## src/rtl/ddr4_cmd_sequencer.sv

```systemverilog
// ddr4_cmd_sequencer
// Closed-page DDR4 command sequencer: ACT -> RD/WR -> data window -> PRE -> tRP
// for one request at a time. Every output is registered and decoded from the
// next state and next transaction cycle, so each output shows the value that
// belongs to the cycle in which it is visible.
// Build option: define AUTO_PRECHARGE_EN to fold the precharge into the RD/WR
// command (A10=1). The PRE slot then stays a NOP and the total latency is unchanged.
module ddr4_cmd_sequencer #(
    parameter int BGWIDTH   = 2,
    parameter int BAWIDTH   = 2,
    parameter int ADDRWIDTH = 17,
    parameter int COLWIDTH  = 10,
    parameter int BL        = 8,
    parameter int TINIT     = 5,
    parameter int TRCD      = 15,
    parameter int TCL       = 15,
    parameter int TCWL      = 12,
    parameter int TWR       = 12,
    parameter int TRAS      = 32,
    parameter int TRP       = 15
) (
    input  logic                 ck_t,
    input  logic                 reset,
    input  logic                 req_valid,
    output logic                 req_ready,
    input  logic                 req_write,
    input  logic [BGWIDTH-1:0]   req_bg,
    input  logic [BAWIDTH-1:0]   req_ba,
    input  logic [ADDRWIDTH-1:0] req_row,
    input  logic [COLWIDTH-1:0]  req_col,
    output logic                 cke,
    output logic                 cs_n,
    output logic                 act_n,
    output logic [ADDRWIDTH-1:0] A,
    output logic [BGWIDTH-1:0]   bg,
    output logic [BAWIDTH-1:0]   ba,
    output logic                 odt,
    output logic                 dq_oe,
    output logic                 rd_valid,
    output logic                 busy
);

    // Transaction cycle numbers, with the ACT cycle as cycle 0
    localparam int RD_FIRST_I = TRCD + TCL;
    localparam int RD_LAST_I  = TRCD + TCL + BL - 1;
    localparam int WR_FIRST_I = TRCD + TCWL;
    localparam int WR_LAST_I  = TRCD + TCWL + BL - 1;
    localparam int PRE_RD_I   = (TRAS > TRCD + TCL + BL) ? TRAS : TRCD + TCL + BL;
    localparam int PRE_WR_I   = (TRAS > TRCD + TCWL + BL + TWR) ? TRAS : TRCD + TCWL + BL + TWR;
    localparam int END_RD_I   = PRE_RD_I + TRP;
    localparam int END_WR_I   = PRE_WR_I + TRP;
    localparam int END_MAX_I  = (END_RD_I > END_WR_I) ? END_RD_I : END_WR_I;
    localparam int CNT_MAX_I  = (END_MAX_I > TINIT) ? END_MAX_I : TINIT;
    localparam int CNT_W      = $clog2(CNT_MAX_I + 1);

    localparam logic [CNT_W-1:0] C_TINIT    = CNT_W'(TINIT);
    localparam logic [CNT_W-1:0] C_TRCD     = CNT_W'(TRCD);
    localparam logic [CNT_W-1:0] C_RD_FIRST = CNT_W'(RD_FIRST_I);
    localparam logic [CNT_W-1:0] C_RD_LAST  = CNT_W'(RD_LAST_I);
    localparam logic [CNT_W-1:0] C_WR_FIRST = CNT_W'(WR_FIRST_I);
    localparam logic [CNT_W-1:0] C_WR_LAST  = CNT_W'(WR_LAST_I);
    localparam logic [CNT_W-1:0] C_PRE_RD   = CNT_W'(PRE_RD_I);
    localparam logic [CNT_W-1:0] C_PRE_WR   = CNT_W'(PRE_WR_I);
    localparam logic [CNT_W-1:0] C_END_RD   = CNT_W'(END_RD_I);
    localparam logic [CNT_W-1:0] C_END_WR   = CNT_W'(END_WR_I);
    localparam logic [CNT_W-1:0] C_CNT_MAX  = CNT_W'(CNT_MAX_I);

`ifdef AUTO_PRECHARGE_EN
    localparam logic AUTO_PRE = 1'b1;
`else
    localparam logic AUTO_PRE = 1'b0;
`endif

    typedef enum logic [3:0] {
        ST_INIT,
        ST_IDLE,
        ST_ACT,
        ST_TRCD,
        ST_CMD,
        ST_DATA,
        ST_RECOVER,
        ST_PRE,
        ST_TRP
    } state_t;

    state_t               state, state_nxt;
    logic [CNT_W-1:0]     cnt, cnt_nxt, cnt_inc;
    logic                 accept;

    // Request captured at acceptance; later changes on req_* are ignored
    logic                 wr_q;
    logic [BGWIDTH-1:0]   bg_q;
    logic [BAWIDTH-1:0]   ba_q;
    logic [COLWIDTH-1:0]  col_q;

    // Per-transaction terminal counts, chosen by direction
    logic [CNT_W-1:0]     pre_sel, end_sel, first_sel, last_sel;

    // Next values of the registered outputs
    logic                 cke_nxt, cs_n_nxt, act_n_nxt, odt_nxt, dq_oe_nxt;
    logic                 rd_valid_nxt, req_ready_nxt, busy_nxt;
    logic [ADDRWIDTH-1:0] a_nxt;
    logic [BGWIDTH-1:0]   bg_nxt;
    logic [BAWIDTH-1:0]   ba_nxt;

    // RD/WR command word: A16..A14 = RAS_n/CAS_n/WE_n, A12 = BL8, A10 = auto-precharge
    function automatic logic [ADDRWIDTH-1:0] cmd_addr(input logic wr,
                                                      input logic [COLWIDTH-1:0] col);
        logic [ADDRWIDTH-1:0] a;
        a               = '0;
        a[COLWIDTH-1:0] = col;
        a[12]           = 1'b1;
        a[10]           = AUTO_PRE;
        a[16]           = 1'b1;
        a[15]           = 1'b0;
        a[14]           = ~wr;
        return a;
    endfunction

    // PRE command word: RAS_n/CAS_n/WE_n = 0/1/0, A10=0 closes only the addressed bank
    function automatic logic [ADDRWIDTH-1:0] pre_addr();
        logic [ADDRWIDTH-1:0] a;
        a     = '0;
        a[15] = 1'b1;
        return a;
    endfunction

    assign accept    = (state == ST_IDLE) && req_valid && req_ready;
    assign cnt_inc   = (cnt >= C_CNT_MAX) ? cnt : cnt + CNT_W'(1);
    assign pre_sel   = wr_q ? C_PRE_WR   : C_PRE_RD;
    assign end_sel   = wr_q ? C_END_WR   : C_END_RD;
    assign first_sel = wr_q ? C_WR_FIRST : C_RD_FIRST;
    assign last_sel  = wr_q ? C_WR_LAST  : C_RD_LAST;

    // Next state and next transaction cycle count
    always_comb begin
        state_nxt = state;
        cnt_nxt   = cnt_inc;
        case (state)
            ST_INIT: begin
                if (cnt_inc >= C_TINIT) begin
                    state_nxt = ST_IDLE;
                    cnt_nxt   = '0;
                end
            end
            ST_IDLE: begin
                cnt_nxt = '0;
                if (accept) state_nxt = ST_ACT;
            end
            ST_ACT, ST_TRCD: begin
                state_nxt = (cnt_inc >= C_TRCD) ? ST_CMD : ST_TRCD;
            end
            ST_CMD, ST_DATA, ST_RECOVER: begin
                if (cnt_inc >= pre_sel)      state_nxt = ST_PRE;
                else if (cnt_inc > last_sel) state_nxt = ST_RECOVER;
                else                         state_nxt = ST_DATA;
            end
            ST_PRE, ST_TRP: begin
                if (cnt_inc >= end_sel) begin
                    state_nxt = ST_IDLE;
                    cnt_nxt   = '0;
                end else begin
                    state_nxt = ST_TRP;
                end
            end
            default: begin
                state_nxt = ST_INIT;
                cnt_nxt   = '0;
            end
        endcase
    end

    // Output decode from the upcoming state/cycle, so outputs register in step with it
    always_comb begin
        cke_nxt       = 1'b1;
        cs_n_nxt      = 1'b1;
        act_n_nxt     = 1'b1;
        a_nxt         = '0;
        bg_nxt        = bg;
        ba_nxt        = ba;
        odt_nxt       = 1'b0;
        dq_oe_nxt     = 1'b0;
        rd_valid_nxt  = 1'b0;
        req_ready_nxt = (state_nxt == ST_IDLE);
        busy_nxt      = (state_nxt != ST_IDLE);
        case (state_nxt)
            ST_INIT: cke_nxt = 1'b0;
            ST_ACT: begin
                // ACT is only entered on acceptance, so the live request is the source
                cs_n_nxt  = 1'b0;
                act_n_nxt = 1'b0;
                a_nxt     = req_row;
                bg_nxt    = req_bg;
                ba_nxt    = req_ba;
            end
            ST_CMD: begin
                cs_n_nxt = 1'b0;
                a_nxt    = cmd_addr(wr_q, col_q);
                bg_nxt   = bg_q;
                ba_nxt   = ba_q;
            end
            ST_DATA: begin
                if (cnt_nxt >= first_sel && cnt_nxt <= last_sel) begin
                    if (wr_q) begin
                        dq_oe_nxt = 1'b1;
                        odt_nxt   = 1'b1;
                    end else begin
                        rd_valid_nxt = 1'b1;
                    end
                end
            end
            ST_PRE: begin
                if (!AUTO_PRE) begin
                    cs_n_nxt = 1'b0;
                    a_nxt    = pre_addr();
                    bg_nxt   = bg_q;
                    ba_nxt   = ba_q;
                end
            end
            default: ;
        endcase
    end

    // State, counter and registered outputs
    always_ff @(posedge ck_t) begin
        if (reset) begin
            state     <= ST_INIT;
            cnt       <= '0;
            cke       <= 1'b0;
            cs_n      <= 1'b1;
            act_n     <= 1'b1;
            A         <= '0;
            bg        <= '0;
            ba        <= '0;
            odt       <= 1'b0;
            dq_oe     <= 1'b0;
            rd_valid  <= 1'b0;
            req_ready <= 1'b0;
            busy      <= 1'b1;
        end else begin
            state     <= state_nxt;
            cnt       <= cnt_nxt;
            cke       <= cke_nxt;
            cs_n      <= cs_n_nxt;
            act_n     <= act_n_nxt;
            A         <= a_nxt;
            bg        <= bg_nxt;
            ba        <= ba_nxt;
            odt       <= odt_nxt;
            dq_oe     <= dq_oe_nxt;
            rd_valid  <= rd_valid_nxt;
            req_ready <= req_ready_nxt;
            busy      <= busy_nxt;
        end
    end

    // Request capture on acceptance; held for the whole transaction
    always_ff @(posedge ck_t) begin
        if (accept) begin
            wr_q  <= req_write;
            bg_q  <= req_bg;
            ba_q  <= req_ba;
            col_q <= req_col;
        end
    end

endmodule

```

## config.mk

```make
export PLATFORM = sky130hd
export DESIGN_NAME = ddr4_cmd_sequencer
export DESIGN_NICKNAME = d
export VERILOG_FILES = /design/src/rtl/ddr4_cmd_sequencer.sv
export SDC_FILE = /design/constraint.sdc
export NUM_CORES = 1
export LEC_CHECK = 0
export CAP_MARGIN = 20
export CELL_PAD_IN_SITES_DETAIL_PLACEMENT = 0
export CELL_PAD_IN_SITES_GLOBAL_PLACEMENT = 1
export CORE_AREA = 2 2 85 87
export DETAILED_ROUTE_END_ITERATION = 16
export DIE_AREA = 0 0 87 89
export PLACE_DENSITY = 0.85
export SYNTH_ARGS = -nofsm -noshare
export SYNTH_HDL_FRONTEND = slang
export SYNTH_SLANG_ARGS = --single-unit
```

## constraint.sdc

```tcl
create_clock -name ck_t -period 5.4 [get_ports ck_t]
set_input_delay 1.35 -clock ck_t [delete_from_list [all_inputs] [get_ports ck_t]]
set_output_delay 1.35 -clock ck_t [all_outputs]
set_load 0.05 [all_outputs]
```

==> results by stage, run 1 <==
Synth:
- In this run the cell area of the synthesized design comes to 2440 um^2.
- sky130_fd_sc_hd__dfxtp_1 is the most common cell in the netlist.
- By count the netlist is led by 38 x sky130_fd_sc_hd__dfxtp_1, 35 x sky130_fd_sc_hd__nor2_1, 15 x sky130_fd_sc_hd__edfxtp_1.
- A synthesized cell averages 10.2 um^2.
- After synthesis, the share of flip-flops with an asynchronous set or reset is 0%.
- The number of cells produced by synthesis is 240.
- The sequential fraction of the synthesis area is 49.5%.
- When the netlist entered floorplanning its net count stood at 283.
- The number of enable-type register cells in the synthesized netlist is 15.
- Counting flops and latches in the post-synthesis netlist gives 53.
- The count of distinct cell types in the synthesized netlist is 56.
- Among all flip-flop cells after synthesis, the most frequent one is sky130_fd_sc_hd__dfxtp_1.
- The largest area contributor in the netlist is sky130_fd_sc_hd__dfxtp_1.
- Yosys printed 0 warnings.
- By area the synthesized netlist is led by sky130_fd_sc_hd__dfxtp_1 31%, sky130_fd_sc_hd__edfxtp_1 18%, sky130_fd_sc_hd__nor2_1 5.4%.
- The synthesized design devotes to its leading area cell type 31.1% of total area.

Setup path:
- The category of the worst setup path capture point is a flop.
- The kind of cell with the highest combined delay along the critical path is compound AO/OA/AOI/OAI gates.
- The largest fanout on the critical path is 9.
- The launching element type of the critical path is a flop.
- The highest cell delay on the worst timing path is 490 ps.
- The startpoint of the lowest-slack register-to-register path is cnt[0]$_SDFF_PP0_.
- The arrival time at the worst endpoint is 4770 ps.
- The worst register-to-register path has a setup slack of 870 ps.
- In this run the critical register-to-register path is captured at dq_oe$_SDFF_PP0_.
- The depth of the worst register-to-register path is 18.
- Counting both buffers and inverters, the worst setup path holds a total of 1.
- Traced cell by cell, the critical path runs through inv_1, ha_1, or2_2, nand2_1, a21oi_1, ha_1, o21ai_0, a211oi_1, a311oi_1, o21ai_0, a21boi_1, nand2b_1, ha_1, nor2_1, maj3_1, a221oi_1, o31ai_1, nor3_1.
- The kind of critical path is reg2reg.
- Among all stages on the critical path, the largest delay is contributed by sky130_fd_sc_hd__dfxtp_1.
- The most numerous cell on the critical path is sky130_fd_sc_hd__ha_1.
- The required time of the critical path is 5640 ps.

Timing:
- The max-slew headroom at the worst pin is 58.3%.
- The number of failing hold endpoints at the final stage is 0.
- After routing, the total negative slack on setup checks comes to 0 ps.
- The share of the clock period used by the worst path is 83.9%.
- The fmax is 0.221 GHz.
- Setup repair after global routing left no endpoint under its margin.
- The number of slew-limit violations in the final report is 0.
- The setup skew after layout is 5.64 ps.
- Setup violations remaining at the end of the flow were counted as 0.
- The transition time of the tightest slew-check pin is 622 ps.
- The clock period minus worst slack is 4530 ps.

Global route:
- The most heavily used metal layer in global routing is met2.
- The pin count of the biggest net entering global routing is 31.
- The all-layer global routing usage is 15.1%.
- The met1 routing resource usage after global routing is 19.4%.
- The met2 track utilization from global routing is 26.0%.
- The first global-routing pass estimated 9.16 mm of wire.
- The overall overflow remaining after global route is 0.
- The met3 track demand over resource is 3.14%.
- The number of antenna violations at the first check in global routing is 0.
- The via count of the first global-routing pass was 1903.

Floorplan:
- The area of the die is 7740 um^2.
- The core region is 6720 um^2.
- The floorplan has 30 rows.
- The floorplan step set the die width to 87 um.
- Pin placement for this block handled 64 I/O pins.
- From bottom edge to top edge, the die measures 89 um.
- For this configuration, the core starts out at a cell density of 36.4%.

Clock tree:
- The TritonCTS clock tree is done.
- The number of gates resized after CTS is 0.
- The H-tree depth is 2.
- Buffers added to address setup during post-CTS repair amount to 0.
- The root buffer cell chosen for the clock tree is sky130_fd_sc_hd__clkbuf_8.
- The clock transition at the registers of the reported paths is 100 ps.
- The clock latency reported for the late side of the worst-skew pair is 300 ps.
- Hold repair after CTS inserted 0 buffers.
- The clock net in this run drives a total of 53 sinks.
- No sink is reached through more buffers than the 2 on the longest clock path.
- The number of buffers created by CTS is 5.

Finish:
- After routing the design area is 3280 um^2.
- The post-route netlist has 8.79% of its cells at a drive strength greater than 1.
- Relative to the synthesized area, the layout overhead comes to 34.1%.
- The count of antenna diodes in the layout is 0.
- The net total in the final layout is 349.

Route:
- The pre-antenna-repair detailed-routing pass consisted of 4 iterations.
- The via total after detailed routing is 2000.
- Using the TritonRoute via totals, the vias-per-cell ratio works out to 5.17.
- For this run, design rule violations remaining after detail routing come to 0.
- In this run the remaining antenna-violating nets after routing total 0.
- The final routed wire length divided by cell count is 15.0 um.
- The final layout contains routed wiring with a total length of 5.80 mm.
- The violation count after the first detailed-route iteration is 92.

Pwr:
- Dividing total power by cell area gives a power density of 331 nW/um^2.
- Summed over all cells, the static leakage comes to 1.19 nW.
- The design draws 1.08 mW.
- Across the VDD grid, the largest voltage drop is 0.148 mV.

Worst hold path:
- For hold timing, the worst endpoint is A[6]$_SDFF_PP0_.
- Along the worst hold path, the cell count comes to 2.
- The kind of path behind the tightest hold check is reg2reg.
- The worst hold path begins at col_q[6]$_DFFE_PP_.

Placed design:
- Once detailed placement completed, the half-perimeter wirelength came to 4.26 mm.
- The number of I/O port buffers is 63.
- At the end of routability-driven placement, the weighted congestion stood at 0.889.
- Once placement finished, the instance area stood at 3170 um^2.

Flow run:
- Max-cap violations in this run came to 0.

Outcome:
- The run finished with clean final reports.
area by class of cell:
| class | instances | area, um^2 |
|---|---|---|
| Tap cell | 80 | 100 |
| Inverter | 12 | 45.0 |
| Multi-Input combinational cell | 168 | 1160 |
| Clock inverter | 1 | 8.76 |
| Clock buffer | 7 | 97.6 |
| Sequential cell | 53 | 1210 |
| Fill cell | 609 | 3440 |
| Timing Repair Buffer | 66 | 653 |
where the power goes:
part           switching, mW  leakage (nW)  internal [mW]
combinational          0.222         0.699          0.154
clock                  0.130        0.0536          0.121
sequential            0.0247         0.442          0.432
cells by family after synthesis:
family / share of synthesized area [%]
adder cells (fa/ha/maj): 4.50
buffers and inverters: 3.22
AND/OR/NAND/NOR: 17.7
flip-flops: 49.5
XOR/XNOR: 1.07
AO/OA/AOI/OAI: 19.9
multiplexers: 4.09
through the flow:
step,util [%],hold slack (ps),setup WS [ps],instances
floorplan,-,459,1480,240
global placement,47.2,467,1050,379
detailed placement,47.2,472,916,379
CTS,48.8,495,891,387
global route,48.8,515,425,387
finish,48.8,492,868,387
cells in the final DEF, fill, tap and decap left out, types with 4 or more instances in the layout:
master	count
sky130_fd_sc_hd__o21ai_0	6
sky130_fd_sc_hd__a22oi_1	12
sky130_fd_sc_hd__nor2b_1	5
sky130_fd_sc_hd__a21oi_1	8
sky130_fd_sc_hd__and2_1	5
sky130_fd_sc_hd__ha_1	8
sky130_fd_sc_hd__edfxtp_1	15
sky130_fd_sc_hd__inv_1	12
sky130_fd_sc_hd__clkdlybuf4s50_1	63
sky130_fd_sc_hd__nand2b_1	6
sky130_fd_sc_hd__nor2_1	34
sky130_fd_sc_hd__clkbuf_8	5
sky130_fd_sc_hd__or2_2	4
sky130_fd_sc_hd__nand2_1	7
sky130_fd_sc_hd__mux2_4	4
sky130_fd_sc_hd__a31oi_1	6
sky130_fd_sc_hd__dfxtp_1	38
sky130_fd_sc_hd__mux2i_1	4
sky130_fd_sc_hd__nor3_1	4
metal layers:
layer  up-vias  share of wire (%)
li1       1021                  -
met5         -                  0
met2        69                 48
met1       901                 45
met4         0                1.3
met3         9                6.3
worst max-delay path by stage:
stage                                  from                   to  slack [ps]  cells past startpoint
final                     cnt[0]$_SDFF_PP0_     dq_oe$_SDFF_PP0_         870                     18
after global routing      cnt[0]$_SDFF_PP0_  rd_valid$_SDFF_PP0_         430                     18
after CTS                 cnt[0]$_SDFF_PP0_     dq_oe$_SDFF_PP0_         890                     18
after detailed placement  cnt[0]$_SDFF_PP0_     dq_oe$_SDFF_PP0_         920                     18
after global placement    cnt[0]$_SDFF_PP0_  rd_valid$_SDFF_PP0_        1050                     18
after floorplan           cnt[0]$_SDFF_PP0_     dq_oe$_SDFF_PP0_        1480                     18
registers in the layout (all words and copies together), names as in the netlist, 2 cells and up:
signal,flops
A,17
cnt,6
ba,2
col_q,10
bg,2
bg_q,2
state,4
ba_q,2
worst min-delay path: cells and delay by family (launching register included):
kind	cells	cell delay, ps
compound gates	1	60
flops	1	330
simple gates	1	70
(Power assumes the default switching activity.)
==> inputs of run 2 (changes only) <==
clock period = 4.2 ns   (was 5.4 ns; I/O delays follow)
==> run 2 against run 1 <==
Effect of this change:
- hold slack improved by 9.2 ps
- critical endpoint is now rd_valid$_SDFF_PP0_
- die area unchanged
- largest cell class unchanged
- first-iteration DRC count decreased by 18%
- sequential power increased by 26%
- clock power increased by 16%
- sequential cell count unchanged
- critical path depth decreased by 1
- sequential share of layout area decreased by 0.68 points
- utilization increased by 0.91 points
==> results by stage, run 2 (synthesized netlist as in run 1, its figures left out) <==
Pwr:
- The maximum resistive drop on vdd is 0.209 mV.
- For this design the ratio of total power to cell area is 420 nW/um^2.
- The post-route total power is 1.40 mW.
- In this run the static leakage power is 1.23 nW.

Floorplan:
- The floorplan has 30 rows.
- The die outline width is 87 um.
- In this run the vertical extent of the chip is 89 um.
- During I/O placement, the number of pins put on the boundary was 64.
- The core region area is 6720 um^2.
- The starting utilization of the core area is 36.4%.
- The die covers 7740 um^2.

Timing:
- The final-report setup violation count is 0.
- The share of the clock period used by the worst path is 92.4%.
- The worst setup slack after layout is 319 ps.
- Across the routed clock network, the largest skew measured is 11.2 ps.
- The fmax is 0.258 GHz.
- Setup repair after global routing left no endpoint under its margin.
- The worst pin sits at a relative slew slack of 38.9%.
- Hold timing on the final database bottoms out at a slack of 502 ps.
- The clock period minus worst slack is 3880 ps.
- The number of slew-limit violations in the final report came to 0.
- At the pin with the least slew margin, the transition time is 914 ps.
- The number of failing hold endpoints at the final stage came to 0.
- The sum of negative setup slack is 0 ps.

Clock tree:
- The clock reaches the later pin of the worst-skew pair after 310 ps.
- The TritonCTS clock tree is done.
- In this run, CTS created clock tree buffers numbering 5.
- In this run, post-CTS hold repair placed 0 buffers.
- After clock tree synthesis, the setup repair step added 0 buffers.
- The clock transition at the registers of the reported paths is 100 ps.
- The number of gates resized after CTS is 0.
- CTS saw 53 sinks.
- The H-tree depth is 2.
- The maximum buffer depth of the clock tree is 2.
- In this run the clock root is driven by a sky130_fd_sc_hd__clkbuf_8.

Global route:
- The first-pass GRT wire length is 9.59 mm.
- The via count of the first global-routing pass is 2028.
- The number of antenna violations at the first check in global routing came to 0.
- Entering global routing, the biggest net connects 31 pins.
- After global routing the overflow that remains totals 0.
- The all-layer global routing usage is 16.0%.

Finish:
- The most common cell after layout, fill and taps aside is sky130_fd_sc_hd__clkdlybuf4s50_1.
- The net total in the final layout is 359.
- The final cell count without fillers is 397.
- In the layout the commonest cells are 63 x sky130_fd_sc_hd__clkdlybuf4s50_1, 38 x sky130_fd_sc_hd__dfxtp_1, 34 x sky130_fd_sc_hd__nor2_1.
- At the end of the flow the core is filled with cells to 49.7%.
- The repair_antennas step left the layout with diodes totalling 0.
- The proportion of layout cells with a drive suffix above 1 is 12.0%.
- After routing the design area is 3340 um^2.
- In the final layout, the registers with the most flip-flops are A (17), col_q (10), cnt (6).
- Counting flops per register, the top entry is A.
- The register with the most flip-flops in the layout has 17 of them.
- Compared with the post-synthesis result, the final layout area differs by 36.6%.
- After filler insertion, the fill cell instance count of the layout stands at 642.

Setup path:
- The critical path in this run is classified as reg2reg.
- The arrival time at the worst endpoint is 4120 ps.
- The startpoint of the lowest-slack register-to-register path is cnt[0]$_SDFF_PP0_.
- The launch point of the worst path is cnt[0]$_SDFF_PP0_.
- STA classifies the critical path endpoint as a flop.
- The required time of the critical path is 4440 ps.
- The largest fanout on the critical path is 5.
- The worst setup path is launched from a flop.

Placed design:
- Once placement completed, the tool counted placed cells totaling 389.
- The post-placement cell area is 3250 um^2.
- At the end of routability-driven placement, the weighted congestion stood at 0.813.
- The number of I/O port buffers is 63.
- The worst setup timing slack at the placement stage is 268 ps.
- Detailed placement ended at an HPWL of 4.54 mm.

Flow run:
- The tool flagged a number of max-cap violations equal to 0.

Route:
- The final routed wire length divided by cell count is 15.1 um.
- The violation count after the first detailed-route iteration is 75.
- The total detailed-routing wirelength is 5.99 mm.
- In the routed layout, each cell is associated on average with a via count of 5.27.
- The detailed-router iteration count before antenna repair is 4.
- Summing over every cut layer, the via total after detailed routing is 2093.
- After detailed routing, the number of remaining DRC violations is 0.
- The remaining antenna violation count after routing is 0.

Worst hold path:
- The hold path startpoint is col_q[1]$_DFFE_PP_.
- In this run the worst hold path is classified as reg2reg.

Outcome:
- The flow ran to the end, and the final reports show no timing, DRC or antenna violations.
## run 2: cell types whose count changed in the layout (fill, tap and decap cells not counted), sizes merged
cell and change:
buf +10, inv +1, clkbuf -1
## run 2: report_power, final
group          total, mW  internal (mW)  switching, mW  leakage (nW)
Sequential         0.578          0.556         0.0219         0.442
Clock              0.290          0.119          0.171        0.0456
Combinational      0.535          0.229          0.306         0.746
## run 2: critical path, cell delays in order, from the launching register on
cell and delay [ps]:
sky130_fd_sc_hd__dfxtp_1 330, sky130_fd_sc_hd__inv_1 80, sky130_fd_sc_hd__ha_1 240, sky130_fd_sc_hd__or2_2 330, sky130_fd_sc_hd__nand2_1 90, sky130_fd_sc_hd__a21oi_1 90
sky130_fd_sc_hd__ha_1 330, sky130_fd_sc_hd__a21o_1 170, sky130_fd_sc_hd__a311oi_1 340, sky130_fd_sc_hd__o21ai_0 170, sky130_fd_sc_hd__a21boi_1 180, sky130_fd_sc_hd__nand2b_1 180
sky130_fd_sc_hd__ha_1 340, sky130_fd_sc_hd__nor2_1 60, sky130_fd_sc_hd__maj3_1 360, sky130_fd_sc_hd__a221oi_2 260, sky130_fd_sc_hd__o31ai_1 100, sky130_fd_sc_hd__nor3_1 160
## run 2: final timing paths
path | slack [ps] | end | cells after the start
max | 320 | rd_valid$_SDFF_PP0_ | 17
min | 500 | A[1]$_SDFF_PP0_ | 2
max reg2reg | 320 | rd_valid$_SDFF_PP0_ | 17
min reg2reg | 500 | A[1]$_SDFF_PP0_ | 2
## run 2: final cells by class
type,instances,area (um^2),area share [%]
timing repair buffer,76,728,21.8
clock buffer,6,72.6,2.17
clock inverter,2,13.8,0.412
tap,80,100,3.00
sequential,53,1210,36.3
inverter,12,45.0,1.35
multi-input combinational,168,1170,35.0
## run 2: routing by layer
layer,vias up,global-route usage (%),wire [um]
li1,1042,-,-
met1,969,20.2,2680
met2,71,26.4,2830
met3,11,4.16,360
met4,0,5.97,119
met5,-,0,0
==> inputs of run 3 (changes only) <==
CTS_CLUSTER_DIAMETER = 40   (was not set)
SKIP_CTS_REPAIR_TIMING = 1   (was not set)
==> results of run 3 <==
Final layout, timing and power as in run 2 (identical DEF).
==> variant, RTL diff (settings of run 1) <==
Re-encode `state_t` (9 states) as one-hot, 9 bits wide.
--- a/src/rtl/ddr4_cmd_sequencer.sv
+++ b/src/rtl/ddr4_cmd_sequencer.sv
@@ -73,12 +73,12 @@
 
-    typedef enum logic [3:0] {
-        ST_INIT,
-        ST_IDLE,
-        ST_ACT,
-        ST_TRCD,
-        ST_CMD,
-        ST_DATA,
-        ST_RECOVER,
-        ST_PRE,
-        ST_TRP
+    typedef enum logic [8:0] {
+        ST_INIT    = 9'b000000001,
+        ST_IDLE    = 9'b000000010,
+        ST_ACT     = 9'b000000100,
+        ST_TRCD    = 9'b000001000,
+        ST_CMD     = 9'b000010000,
+        ST_DATA    = 9'b000100000,
+        ST_RECOVER = 9'b001000000,
+        ST_PRE     = 9'b010000000,
+        ST_TRP     = 9'b100000000
     } state_t;
Function: no difference found for any inputs over 10 cycles, from zero or initial values and one cycle with reset high; not proved beyond that.
==> variant against run 1 <==
Count of clock-buffer cells in the layout is 2 higher. Core utilization is 3.9 points higher. Synthesized area is 6.9% higher. Final area is 8.0% higher. Power is 14% higher. Setup slack better by 0.68 ns. Routed wire length is 2.4% lower. Die area stayed put. Sequential cell count is 5 higher. Sequential power is 5.3% higher. Sequential share of layout area is 0.086 points higher. Critical path depth is 1 lower. Clock power is 92% higher. Largest cell class unchanged.
==> variant: results <==
sta:
  skew_ns: 0.0107
  tightest_slew_ns: 0.878
logic_synthesis:
  synth_area_leaders: "dfxtp_1, edfxtp_1, ha_1"
  synth-seq-area-share: 0.502
  synth_common_cells: "dfxtp_1, nor2_1, edfxtp_1"
  async_flop_share: 0
  syn_inst: 252
  synth_cell_types: 57
  synth_fp_nets: 295
  ys_warn_count: 0
worst_setup_path:
  regToRegEndpoint: "dq_oe$_SDFF_PP0_"
  slowest_stage: "dfxtp_1"
  slowest_delay_ns: 0.48
  reg2reg_depth: 17
  rrSetupSlack_ns: 1.55
  reg2reg_from: "cnt[0]$_SDFF_PP0_"
  arrival_ns: 4.11
  cp_max_fo: 8
  cp_top_family: "compound AO/OA/AOI/OAI gates"
placed_design:
  place_congestion: 0.871
  portBuffers: 63
  dpl_cell_area_um2: 3300
  dp.cells: 388
  dp_hpwl_um: 4150
cells_and_area:
  drive_gt1_frac: 0.114
  antenna_cells: 0
  top_regs: "A x17, col_q x10, state x9"
  nets: 362
  fillCellCount: 589
grt:
  antenna_found_initial: 0
  grt_max_degree: 21
  grt_usage: 0.162
  grt_pass1_vias: 2094
  grt_pass1_wl_um: 9760
hold_path:
  min_path_cells: 2
  min_path_type: "reg2reg"
  hp-start: "col_q[7]$_DFFE_PP_"
  holdPathEnd: "A[7]$_SDFF_PP0_"
routing:
  drtIter0Drc: 84
  first_pass_iters: 4
  wl_um: 5660
  detail_route.wl_per_cell_um: 14.0
  via_per_inst: 5.14
clock_network:
  cts.clk_slew.worst_paths_ns: 0.07
  clk_latency_ns: 0.33
  ctsResizeCount: 0
  clockBufferDepth: 2
  post_cts_buffers: 0
  h-tree-depth: 3
  cts_buffers: 9
run_status:
  status: "finished clean"
power_and_ir_drop:
  leakage_nw: 1.37
  peakVddDrop_mv: 0.166
## variant: tightest hold or removal path: cells and delay by family, from the launching register on
kind	cells	cell delay, ns
AND/OR/NAND/NOR	1	0.07
AO/OA/AOI/OAI	1	0.06
flip-flops	1	0.32
## variant: worst max path at each step
stage	startpoint	to	slack (ns)	depth (start not counted)
after CTS	cnt[0]$_SDFF_PP0_	dq_oe$_SDFF_PP0_	1.58	17
after global routing	cnt[0]$_SDFF_PP0_	rd_valid$_SDFF_PP0_	1.26	17
after detailed placement	cnt[0]$_SDFF_PP0_	dq_oe$_SDFF_PP0_	1.60	17
after global placement	cnt[0]$_SDFF_PP0_	rd_valid$_SDFF_PP0_	1.70	17
final	cnt[0]$_SDFF_PP0_	dq_oe$_SDFF_PP0_	1.55	17
after floorplan	cnt[0]$_SDFF_PP0_	dq_oe$_SDFF_PP0_	1.86	18
## variant: final cells by class
| cell class | instances | area [µm²] | share of cell area |
|---|---|---|---|
| clock inverter | 7 | 116 | 0.0329 |
| tap | 80 | 100 | 0.0283 |
| inverter | 14 | 52.6 | 0.0148 |
| timing repair buffer | 65 | 646 | 0.182 |
| clock buffer | 9 | 124 | 0.0350 |
| multi-input combinational | 171 | 1190 | 0.337 |
| sequential | 58 | 1310 | 0.370 |
## variant: report_power, final
group          internal [mW]  leakage, nW  switching, mW
clock                  0.306        0.120          0.176
combinational          0.126        0.773          0.151
sequential             0.460        0.482         0.0208
## variant: kinds of logic (layout without fill, tap and decap cells)
family                     count (synthesis)  after routing  share of synthesized area
buffers and inverters                     23             95                     0.0421
AOI/OAI and AO/OA                         67             67                      0.198
muxes                                      3              3                     0.0115
adders and majority gates                  9              9                     0.0421
and+or+nand+nor                           84             84                      0.172
xor gates and xnor gates                   8              8                     0.0321
DFF                                       58             58                      0.502
## variant: per-stage QoR
step,utilization,hold slack (ns)
after detailed placement,0.491,0.473
after CTS,0.527,0.478
after global routing,0.527,0.519
after floorplan,-,0.459
after global placement,0.491,0.465
final,0.527,0.476
## variant: layer usage
layer | GRT usage | part of all wire | vias up
li1 | - | - | 1057
met1 | 0.205 | 0.47 | 959
met2 | 0.271 | 0.48 | 55
met3 | 0.0499 | 0.054 | 4
met4 | 0.0384 | 0.0044 | 0
met5 | 0 | 0 | -
